<file path="src/rtl/ov7670_stream_tx.sv">
// ov7670_stream_tx
// Camera emulator: reads RGB332 pixels from a framebuffer and regenerates an
// OV7670-style RGB565 byte stream (pclk = clk/2, vsync, href, 8-bit data).
// Outputs only change on the clk edge where pclk falls, so a receiver
// samples on pclk rising.
//
// Ports:
//   clk        system clock
//   rst        asynchronous active-low reset
//   en         start a frame from idle / chain the next frame at frame end
//   mem_addr   framebuffer read address (row-major pixel index)
//   mem_data   RGB332 pixel {R[2:0],G[2:0],B[1:0]}, valid 1 clk after mem_addr
//   pclk       pixel byte clock
//   vsync      frame sync, active high
//   href       line valid, active high
//   d          RGB565 byte stream, byte0 = {R5,G6[5:3]}, byte1 = {G6[2:0],B5}
//   busy       high from frame start to frame end
//   frame_done one-clk pulse at end of frame
//
// Optional build macro TEST_PATTERN_EN: pixels are the column index x[7:0]
// instead of mem_data; mem_addr is still driven identically.

module ov7670_stream_tx #(
   parameter int unsigned H_PIX     = 160,
   parameter int unsigned V_LINES   = 120,
   parameter int unsigned H_BLANK   = 16,
   parameter int unsigned VS_LINES  = 3,
   parameter int unsigned VBP_LINES = 10,
   parameter int unsigned ADDR_W    = 15
) (
   input  logic              clk,
   input  logic              rst,
   input  logic              en,
   output logic [ADDR_W-1:0] mem_addr,
   input  logic [7:0]        mem_data,
   output logic              pclk,
   output logic              vsync,
   output logic              href,
   output logic [7:0]        d,
   output logic              busy,
   output logic              frame_done
);

   localparam int unsigned LINE_P = 2*H_PIX + H_BLANK;
   localparam int unsigned VS_P   = VS_LINES*LINE_P;
   localparam int unsigned VB_P   = VBP_LINES*LINE_P;
   localparam int unsigned ACT_P  = 2*H_PIX;
   localparam int unsigned MAX_A  = (VS_P > VB_P) ? VS_P : VB_P;
   localparam int unsigned MAX_P  = (MAX_A > LINE_P) ? MAX_A : LINE_P;
   localparam int unsigned CNT_W  = $clog2(MAX_P + 1);
   localparam int unsigned LINE_W = $clog2(V_LINES + 1);
   localparam int unsigned COL_W  = $clog2(H_PIX + 1);

   localparam logic [CNT_W-1:0]  VS_END    = CNT_W'(VS_P - 1);
   localparam logic [CNT_W-1:0]  VB_END    = CNT_W'(VB_P - 1);
   localparam logic [CNT_W-1:0]  ACT_END   = CNT_W'(ACT_P - 1);
   localparam logic [CNT_W-1:0]  HB_END    = CNT_W'(H_BLANK - 1);
   localparam logic [LINE_W-1:0] NUM_LINES = LINE_W'(V_LINES);
   localparam logic [LINE_W-1:0] LAST_LINE = LINE_W'(V_LINES - 1);
   localparam logic [COL_W-1:0]  LAST_COL  = COL_W'(H_PIX - 1);

   typedef enum logic [2:0] {
      IDLE,
      VSYNC,
      VBACK,
      ACTIVE,
      HBLANK
   } state_t;

   state_t              state_q, state_d;
   logic [CNT_W-1:0]    cnt_q, cnt_d;     // pclk periods spent in state (byte index in ACTIVE)
   logic [LINE_W-1:0]   line_q, line_d;   // active lines completed this frame
   logic [COL_W-1:0]    col_q, col_d;     // column of the pixel on the bus
   logic [7:0]          pix_q, pix_d;     // pixel held for byte1
   logic                pclk_d, vsync_d, href_d, busy_d, done_d;
   logic [7:0]          d_d;
   logic [ADDR_W-1:0]   addr_d;
   logic                start_frame, start_line, load_pix;
   logic [7:0]          new_pix;

   function automatic logic [7:0] hi_byte(input logic [7:0] p);
      return {p[7:5], p[7:6], p[4:2]};
   endfunction

   function automatic logic [7:0] lo_byte(input logic [7:0] p);
      return {p[4:2], p[1:0], p[1:0], p[1]};
   endfunction

   always_ff @(posedge clk or negedge rst) begin
      if (!rst) begin
         state_q    <= IDLE;
         cnt_q      <= '0;
         line_q     <= '0;
         col_q      <= '0;
         pix_q      <= '0;
         pclk       <= 1'b0;
         vsync      <= 1'b0;
         href       <= 1'b0;
         d          <= '0;
         mem_addr   <= '0;
         busy       <= 1'b0;
         frame_done <= 1'b0;
      end else begin
         state_q    <= state_d;
         cnt_q      <= cnt_d;
         line_q     <= line_d;
         col_q      <= col_d;
         pix_q      <= pix_d;
         pclk       <= pclk_d;
         vsync      <= vsync_d;
         href       <= href_d;
         d          <= d_d;
         mem_addr   <= addr_d;
         busy       <= busy_d;
         frame_done <= done_d;
      end
   end

   // Every timed decision happens when pclk_q is 1, i.e. on the edge that
   // drives pclk low. The address for the next pixel is advanced as soon as
   // the current pixel is loaded, giving the memory a full pixel period.
   always_comb begin
      state_d     = state_q;
      cnt_d       = cnt_q;
      line_d      = line_q;
      col_d       = col_q;
      pix_d       = pix_q;
      pclk_d      = 1'b0;
      vsync_d     = vsync;
      href_d      = href;
      d_d         = d;
      addr_d      = mem_addr;
      busy_d      = busy;
      done_d      = 1'b0;
      start_frame = 1'b0;
      start_line  = 1'b0;
      load_pix    = 1'b0;
      new_pix     = '0;

      if (state_q != IDLE) pclk_d = ~pclk;

      case (state_q)
         IDLE: begin
            if (en) start_frame = 1'b1;
         end
         VSYNC: begin
            if (pclk) begin
               if (cnt_q == VS_END) begin
                  state_d = VBACK;
                  vsync_d = 1'b0;
                  cnt_d   = '0;
               end else begin
                  cnt_d = cnt_q + CNT_W'(1);
               end
            end
         end
         VBACK: begin
            if (pclk) begin
               if (cnt_q == VB_END) start_line = 1'b1;
               else                 cnt_d = cnt_q + CNT_W'(1);
            end
         end
         ACTIVE: begin
            if (pclk) begin
               if (cnt_q == ACT_END) begin
                  state_d = HBLANK;
                  href_d  = 1'b0;
                  d_d     = '0;
                  cnt_d   = '0;
                  line_d  = line_q + LINE_W'(1);
               end else begin
                  cnt_d = cnt_q + CNT_W'(1);
                  if (!cnt_q[0]) begin
                     d_d = lo_byte(pix_q);
                  end else begin
                     col_d    = col_q + COL_W'(1);
                     load_pix = 1'b1;
                  end
               end
            end
         end
         HBLANK: begin
            if (pclk) begin
               if (cnt_q == HB_END) begin
                  if (line_q < NUM_LINES) begin
                     start_line = 1'b1;
                  end else begin
                     done_d = 1'b1;
                     if (en) begin
                        start_frame = 1'b1;
                     end else begin
                        state_d = IDLE;
                        busy_d  = 1'b0;
                     end
                  end
               end else begin
                  cnt_d = cnt_q + CNT_W'(1);
               end
            end
         end
         default: state_d = IDLE;
      endcase

      if (start_line) begin
         state_d  = ACTIVE;
         href_d   = 1'b1;
         cnt_d    = '0;
         col_d    = '0;
         load_pix = 1'b1;
      end

      if (load_pix) begin
`ifdef TEST_PATTERN_EN
         new_pix = 8'(col_d);
`else
         new_pix = mem_data;
`endif
         pix_d = new_pix;
         d_d   = hi_byte(new_pix);
         // The final pixel of the frame does not advance, so the address
         // never leaves 0 .. H_PIX*V_LINES-1.
         if (!((line_q == LAST_LINE) && (col_d == LAST_COL)))
            addr_d = mem_addr + ADDR_W'(1);
      end

      if (start_frame) begin
         state_d = VSYNC;
         vsync_d = 1'b1;
         busy_d  = 1'b1;
         pclk_d  = 1'b0;
         addr_d  = '0;
         cnt_d   = '0;
         line_d  = '0;
      end
   end

endmodule

</file>
<file path="config.mk">
export PLATFORM = sky130hd
export DESIGN_NAME = ov7670_stream_tx
export DESIGN_NICKNAME = d
export VERILOG_FILES = /design/src/rtl/ov7670_stream_tx.sv
export SDC_FILE = /design/constraint.sdc
export NUM_CORES = 1
export LEC_CHECK = 0
export ABC_AREA = 1
export BUFFER_PORTS_ARGS = -buffer_cell sky130_fd_sc_hd__buf_2
export CAP_MARGIN = 40
export CORE_UTILIZATION = 30
export CTS_CLUSTER_SIZE = 30
export DETAILED_ROUTE_END_ITERATION = 10
export HOLD_SLACK_MARGIN = 0.15
export SLEW_MARGIN = 20
export SYNTH_ARGS = -nofsm -noshare
export SYNTH_HDL_FRONTEND = slang
export SYNTH_SLANG_ARGS = --single-unit
</file>
<file path="constraint.sdc">
create_clock -name clk -period 1.9 [get_ports clk]
set_input_delay 0.095 -clock clk [delete_from_list [all_inputs] [get_ports clk]]
set_output_delay 0.095 -clock clk [all_outputs]
set_load 0.03 [all_outputs]
</file>
==> results of run 1 <==
==> through the flow <==
step	instance area (sq um)	instances	hold WS (ns)
2_1_floorplan	3900	526	-0.2006
3_3_place_gp	4863	803	0.1252
3_5_place_dp	4863	803	0.1362
4_1_cts	5549	843	0.3177
5_1_grt	5789	854	0.3430
6_report	5789	854	0.2928
==> per-layer routing <==
layer  up-vias  GRT usage  wire [microns]
met4         0    0.06581             180
met5         -          0               0
met1      1903     0.2180            5153
met2        80     0.2826            5529
li1       2021          -               -
met3        11    0.02877             296
==> state kept, by name, summed over array words and instances, names as in the netlist, 3 cells and up <==
signal,flops
line_q,7
mem_addr,15
cnt_q,12
d,8
pix_q,5
col_q,8
state_q,3
==> power groups by stage <==
stage / clock, uW / sequential [uW] / combinational, uW
global route: 2040 / 1340 / 67.7
detailed placement: 0 / 1370 / 46.9
finish: 1950 / 1340 / 59.8
CTS: 1980 / 1340 / 62.7
global placement: 0 / 1370 / 45.7
floorplan: 0 / 1370 / 0.425
==> worst max-delay path: cells and delay by family (launching register included) <==
| family | cells | cell delay [ns] |
|---|---|---|
| and+or+nand+nor | 11 | 1.11 |
| buffers and inverters | 3 | 0.33 |
| DFF | 1 | 0.41 |
| adders and majority gates | 1 | 0.17 |
==> logic make-up after synthesis <==
logic type / after synthesis / share of synthesized area
AND/OR/NAND/NOR: 328 / 0.3916
buffers and inverters: 73 / 0.08225
flip-flops: 63 / 0.4065
AO/OA/AOI/OAI: 36 / 0.05388
XOR/XNOR: 20 / 0.04710
adder cells (fa/ha/maj): 4 / 0.01290
multiplexers: 2 / 0.005806
==> cell usage after synthesis (5+ instances only) <==
master    instances  area, sq um
nand4_1          17        106.4
xor2_1           17        148.9
o21ai_0          10        50.05
a21oi_1          14        70.07
nand3_1          51        255.2
nor3_1           14        70.07
dfrtp_1          63         1577
a31oi_1           5        31.28
inv_1            51        191.4
nor4_1            6        37.54
buf_2             7        35.03
nand3b_1          5        37.54
nand2_1         137        514.2
nor2_1           66        247.7
nand2_2          17        106.4
==> cell usage in the layout (no fill, tap or decap), drive strengths merged, types with 5 or more instances in the layout <==
master,n
dlygate4sd3,10
o21ai,12
clkbuf,9
nand3,52
xor2,18
a21oi,14
nand4,19
nor4,6
dfrtp,63
clkinv,6
a31oi,5
nor3,14
nand3b,5
buf,146
nor2,73
nand2,155
inv,55
==> worst paths after layout <==
kind	slack [ns]	startpoint	cells past startpoint	to
max	-0.18	cnt_q[0]	15	mem_addr[3]
max in group asynchronous	1.27	rst	3	state_q[1]
min in group clk	0.49	href	2	href
max reg2reg	-0.18	cnt_q[0]	15	mem_addr[3]
min	0.29	rst	3	cnt_q[7]
min reg2reg	0.49	href	2	href
==> repair_timing <==
item                                    4_1_cts  5_1_grt
gates cloned                                  1        1
pin swaps                                     5       19
hold buffers                                 10        0
endpoints found under the setup margin       49       50
hold endpoints to repair                     77        0
resized for setup                            33       41
buffers inserted                             13       10
==> final cells by class <==
class | count | area share
clock inverters | 7 | 0.02096
well taps | 172 | 0.03717
repair buffers | 156 | 0.2047
multi-input cells | 390 | 0.3879
clock buffers | 9 | 0.03890
flip-flops and latches | 63 | 0.2730
inverters | 57 | 0.03739
==> reports/results.txt, run 1 <==
Initial DRC Count: 246
First-pass GRT wire length: 17590 microns
Leakage: 0.002783 uW
Final Wtd Congestion: 0.8809
CP Launch Type: flip-flop
# DRC: 0
Period utilization: 1.097
Drt pass-1 iters: 4
Cells after Synth: 526
Via count: 4015
Gr usage total: 0.1690
CTS tree: done
Top fanout value on the critical path: 8
HP Class: in -> async
Prevailing post-synth register cell: dfrtp_1
Most used cell, CP: nand2_1
Endpoints failing hold: 0
Yosys cell types: 40
Die Area: 0.01339 sq mm
EDFF count, synth: 0
Num CTS Buffers: 9
Finish-stage setup viols: 38
CTS Buffer Depth: 2
Antenna cells: 0
Synth warn: 0
H-tree depth: 3
Filler Cell Count: 1225
Area growth syn-to-layout: 49.26%
Number of global-route vias before repair: 3715
Combinational power share: 0.018
Violated checks: setup timing
Fmax: 0.4797 GHz
Register area share after synthesis: 0.4065
WL/cell: 13.07 microns
Clock skew: 0.009986 ns
Sequential fraction of design power: 0.400
FF+latch count, synth: 63
Post-Route WL: 11160 microns
Status: finished with violations
Internal Power: 2653 uW
Largest stage delay, worst path: 0.41 ns
ANT nets after route: 0
Syn Nets: 541
Port Buffers: 38
Die X: 115.7 microns
Actual slew at the worst max-slew pin: 0.4353 ns
Fin util: 0.4588
CTS root buf: clkbuf_16
Post-DP HPWL: 7585 microns
Max VDD drop: 0.3182 mV
Tmin final: 2.085 ns
Place WS: -0.2349 ns
Critical path class: reg -> reg
Largest net degree at the start of global routing: 64
Net switching power: 698.3 uW
Synth async-reset ratio: 1.000
Global route total overflow: 0
Clock-pin slew on the worst setup and hold paths: 0.06 ns
Fin Setup TNS: -5.048 ns
Slowest cell on the critical path: dfrtp_1
RSZ-0062 raised after global routing: yes
Total of max-cap violations: 0
Slew Limit Fails: 0
Area of the multi-input gates: 0.002246 sq mm
Layout Nets: 692
Slew margin rel.: 0.7071
Rows: 41
Core Area: 0.01262 sq mm
Register Area: 0.001580 sq mm
Mapped Area: 0.003879 sq mm
CP cell instances: ha_4 -> nand3_4 -> nor2_4 -> nand2_4 -> buf_4 -> nand3b_1 -> nand2_1 -> clkinv_1 -> nand3_1 -> nor2_2 -> nand4_4 -> nand2_4 -> buf_12 -> nand2_1 -> nand2_1
Initial antenna violation count: 0
Worst setup EP type: flip-flop
Switching Share: 0.2084
Pwr per Cell Area: 578.8 mW/mm^2
Clock Latency Late Sink: 0.34 ns
Io pins: 39
Vias per cell: 4.701
Pwr Total: 3351 uW
Initial Utilization: 0.3074
Fin worst setup slack: -0.1847 ns
Data arrival, critical path: 2.36 ns
Share of post-route cells with drive strength above 1: 0.3534
Clock Sinks: 63
Die H: 115.7 microns
Average size of a mapped cell: 7.374 sq um
Crit path required time: 2.18 ns
Clock power share: 0.582
Power figures use the tool's default switching activity.
==> run 2, diff against run 1 <==
--- a/config.mk
+++ b/config.mk
@@ -6,7 +6,7 @@
 export NUM_CORES = 1
 export LEC_CHECK = 0
 export ABC_AREA = 1
-export BUFFER_PORTS_ARGS = -buffer_cell sky130_fd_sc_hd__buf_2
+export BUFFER_PORTS_ARGS = -buffer_cell sky130_fd_sc_hd__buf_4
 export CAP_MARGIN = 40
 export CORE_UTILIZATION = 30
 export CTS_CLUSTER_SIZE = 30
==> run 2 against run 1 <==
  * The flow finishes with violations (DRC, setup timing)
  * Worst hold slack got worse by 0.029 ns
  * Via count increased by 0.32%
  * Critical path depth shrank 3
  * Global-route usage fell by 0.53 points
  * Largest cell class unchanged
==> reports/results.txt, run 2 (synthesis results as in run 1) <==
Gr usage total: 0.1637 (was 0.1690)
Total of max-cap violations: 0 (unchanged)
Share of post-route cells with drive strength above 1: 0.3934 (was 0.3534)
Largest net degree at the start of global routing: 37 (was 64)
Buf/Inv on CP: 2 (was 3)
Die Area: 0.01339 sq mm (unchanged)
Data arrival, critical path: 2.30 ns (was 2.36 ns)
HP Class: in -> async (unchanged)
Via count: 4028 (was 4015)
Post-Route WL: 11180 microns (was 11160 microns)
Pwr per Cell Area: 506.0 mW/mm^2 (was 578.8 mW/mm^2)
Clock Sinks: 63 (unchanged)
Port Buffers: 38 (unchanged)
Filler Cell Count: 1221 (was 1225)
Most used routing layer: met2 (unchanged)
H-tree depth: 3 (unchanged)
Fin worst setup slack: -0.1811 ns (was -0.1847 ns)
Tmin final: 2.081 ns (was 2.085 ns)
Met3 Use GR: 0.03190 (was 0.02877)
CTS root buf: clkbuf_16 (unchanged)
M2 GR Usage: 0.2707 (was 0.2826)
Initial antenna violation count: 0 (unchanged)
Slew Limit Fails: 0 (unchanged)
Crit path max-delay family: simple AND/OR/NAND/NOR gates (unchanged)
Clock Latency Late Sink: 0.34 ns (about the same)
Layout Nets: 681 (was 692)
Post-DP HPWL: 7274 microns (was 7585 microns)
CTS Buffer Depth: 2 (unchanged)
Final Wtd Congestion: 0.8865 (was 0.8809)
Clock skew: 0.009419 ns (was 0.009986 ns)
Endpoints failing hold: 0 (unchanged)
Clock-pin slew on the worst setup and hold paths: 0.06 ns (about the same)
CTS tree: done (unchanged)
Num CTS Buffers: 9 (unchanged)
Rows: 41 (unchanged)
# DRC: 2 (was 0)
Max VDD drop: 0.4764 mV (was 0.3182 mV)
Drt pass-1 iters: 8 (was 4)
Leading cell type in the layout, fill and taps excluded: buf_4 (was nand2_1)
Top Registers: mem_addr: 15 flops, cnt_q: 12 flops (unchanged)
Core Area: 0.01262 sq mm (unchanged)
Status: finished with violations (unchanged)
Die H: 115.7 microns (unchanged)
Area growth syn-to-layout: 52.06% (was 49.26%)
Leakage: 0.002812 uW (was 0.002783 uW)
Fmax: 0.4805 GHz (was 0.4797 GHz)
Io pins: 39 (unchanged)
Fin util: 0.4674 (was 0.4588)
Vias per cell: 4.778 (was 4.701)
First-pass GRT wire length: 17150 microns (was 17590 microns)
Largest stage delay, worst path: 0.39 ns (was 0.41 ns)
Fin cells: 843 (was 854)
Top reg by flops: mem_addr (unchanged)
Number of global-route vias before repair: 3697 (was 3715)
Initial DRC Count: 355 (was 246)
Slowest cell on the critical path: dfrtp_1 (unchanged)
Commonest non-fill, non-tap cells in the layout: buf_4 (114), nand2_1 (108), dfrtp_1 (59) (was nand2_1 (125), buf_4 (97), dfrtp_1 (60))
Actual slew at the worst max-slew pin: 0.4947 ns (was 0.4353 ns)
Finish-stage setup viols: 34 (was 38)
Antenna cells: 0 (unchanged)
WL/cell: 13.27 microns (was 13.07 microns)
Top fanout value on the critical path: 7 (was 8)
Period utilization: 1.095 (was 1.097)
Number of flip-flops in the largest register: 15 (unchanged)
CP Launch Type: flip-flop (unchanged)
Initial Utilization: 0.3074 (unchanged)
Slew margin rel.: 0.6702 (was 0.7071)
Worst setup EP type: flip-flop (unchanged)
Global route total overflow: 0 (unchanged)
DP Cell Count: 797 (was 803)
CP cell instances: ha_4 -> nand3_4 -> nor2_4 -> nand2_4 -> buf_4 -> buf_6 -> nor2_4 -> nand2_4 -> nor2_4 -> nand3_4 -> o31ai_2 -> a21oi_2 (was ha_4 -> nand3_4 -> nor2_4 -> nand2_4 -> buf_4 -> nand3b_1 -> nand2_1 -> clkinv_1 -> nand3_1 -> nor2_2 -> nand4_4 -> nand2_4 -> buf_12 -> nand2_1 -> nand2_1)
Violated checks: DRC, setup timing (was setup timing)
Met1 Use GR: 0.2130 (was 0.2180)
RSZ-0062 raised after global routing: yes (unchanged)
Pwr Total: 2985 uW (was 3351 uW)
Die X: 115.7 microns (unchanged)
Most used cell, CP: nor2_4 (was nand2_1)
Crit path required time: 2.12 ns (was 2.18 ns)
ANT nets after route: 0 (unchanged)
Critical path class: reg -> reg (unchanged)
==> run 2: worst paths after layout <==
check                      slack [ns]     start  cells past startpoint        end
hold reg to reg                  0.49      href                      2       href
setup reg to reg                -0.18  cnt_q[0]                     12  line_q[5]
setup / recovery                -0.18  cnt_q[0]                     12  line_q[5]
hold / removal                   0.26       rst                      2  cnt_q[11]
min in group clk                 0.49      href                      2       href
max in group asynchronous        1.11       rst                      3   pix_q[3]
==> run 2: metrics by stage <==
stage	setup WS, ns	setup TNS (ns)	hold WS, ns	cell area, sq um
2_1_floorplan	-0.06110	-1.109	-0.2006	3900
4_1_cts	-0.1328	-2.628	0.2784	5493
6_report	-0.1811	-4.035	0.2639	5898
5_1_grt	-0.3237	-8.185	0.3130	5898
3_5_place_dp	-0.2532	-8.121	0.09840	4913
3_3_place_gp	-0.2084	-6.691	0.09725	4913
==> run 2: final cells by class <==
class | count | area, sq um | share of cell area
Inverter | 57 | 216.5 | 0.03670
Multi-Input combinational cell | 392 | 2374 | 0.4024
Clock inverter | 6 | 45.04 | 0.007637
Tap cell | 172 | 215.2 | 0.03649
Sequential cell | 63 | 1582 | 0.2681
Timing Repair Buffer | 143 | 1227 | 0.2081
Clock buffer | 10 | 239.0 | 0.04052
==> run 2: timing repair <==
item / 4_1_cts / 5_1_grt
endpoints found under the hold margin: 77 / 0
pin swaps: 4 / 16
hold buffers: 10 / 0
cloned: 1 / 5
endpoints found under the setup margin: 47 / 50
buffers inserted: 10 / 6
resized for setup: 33 / 96
==> run 2: metal layers <==
metal	vias up	wire, microns
met3	13	402
met4	0	187
met5	-	0
met2	98	5494
met1	1915	5099
li1	2002	-
==> run 2: power by group <==
group,internal (uW),switching (uW)
registers,1340,0
logic,30.7,35.6
clock network,924,652
total,2300,688
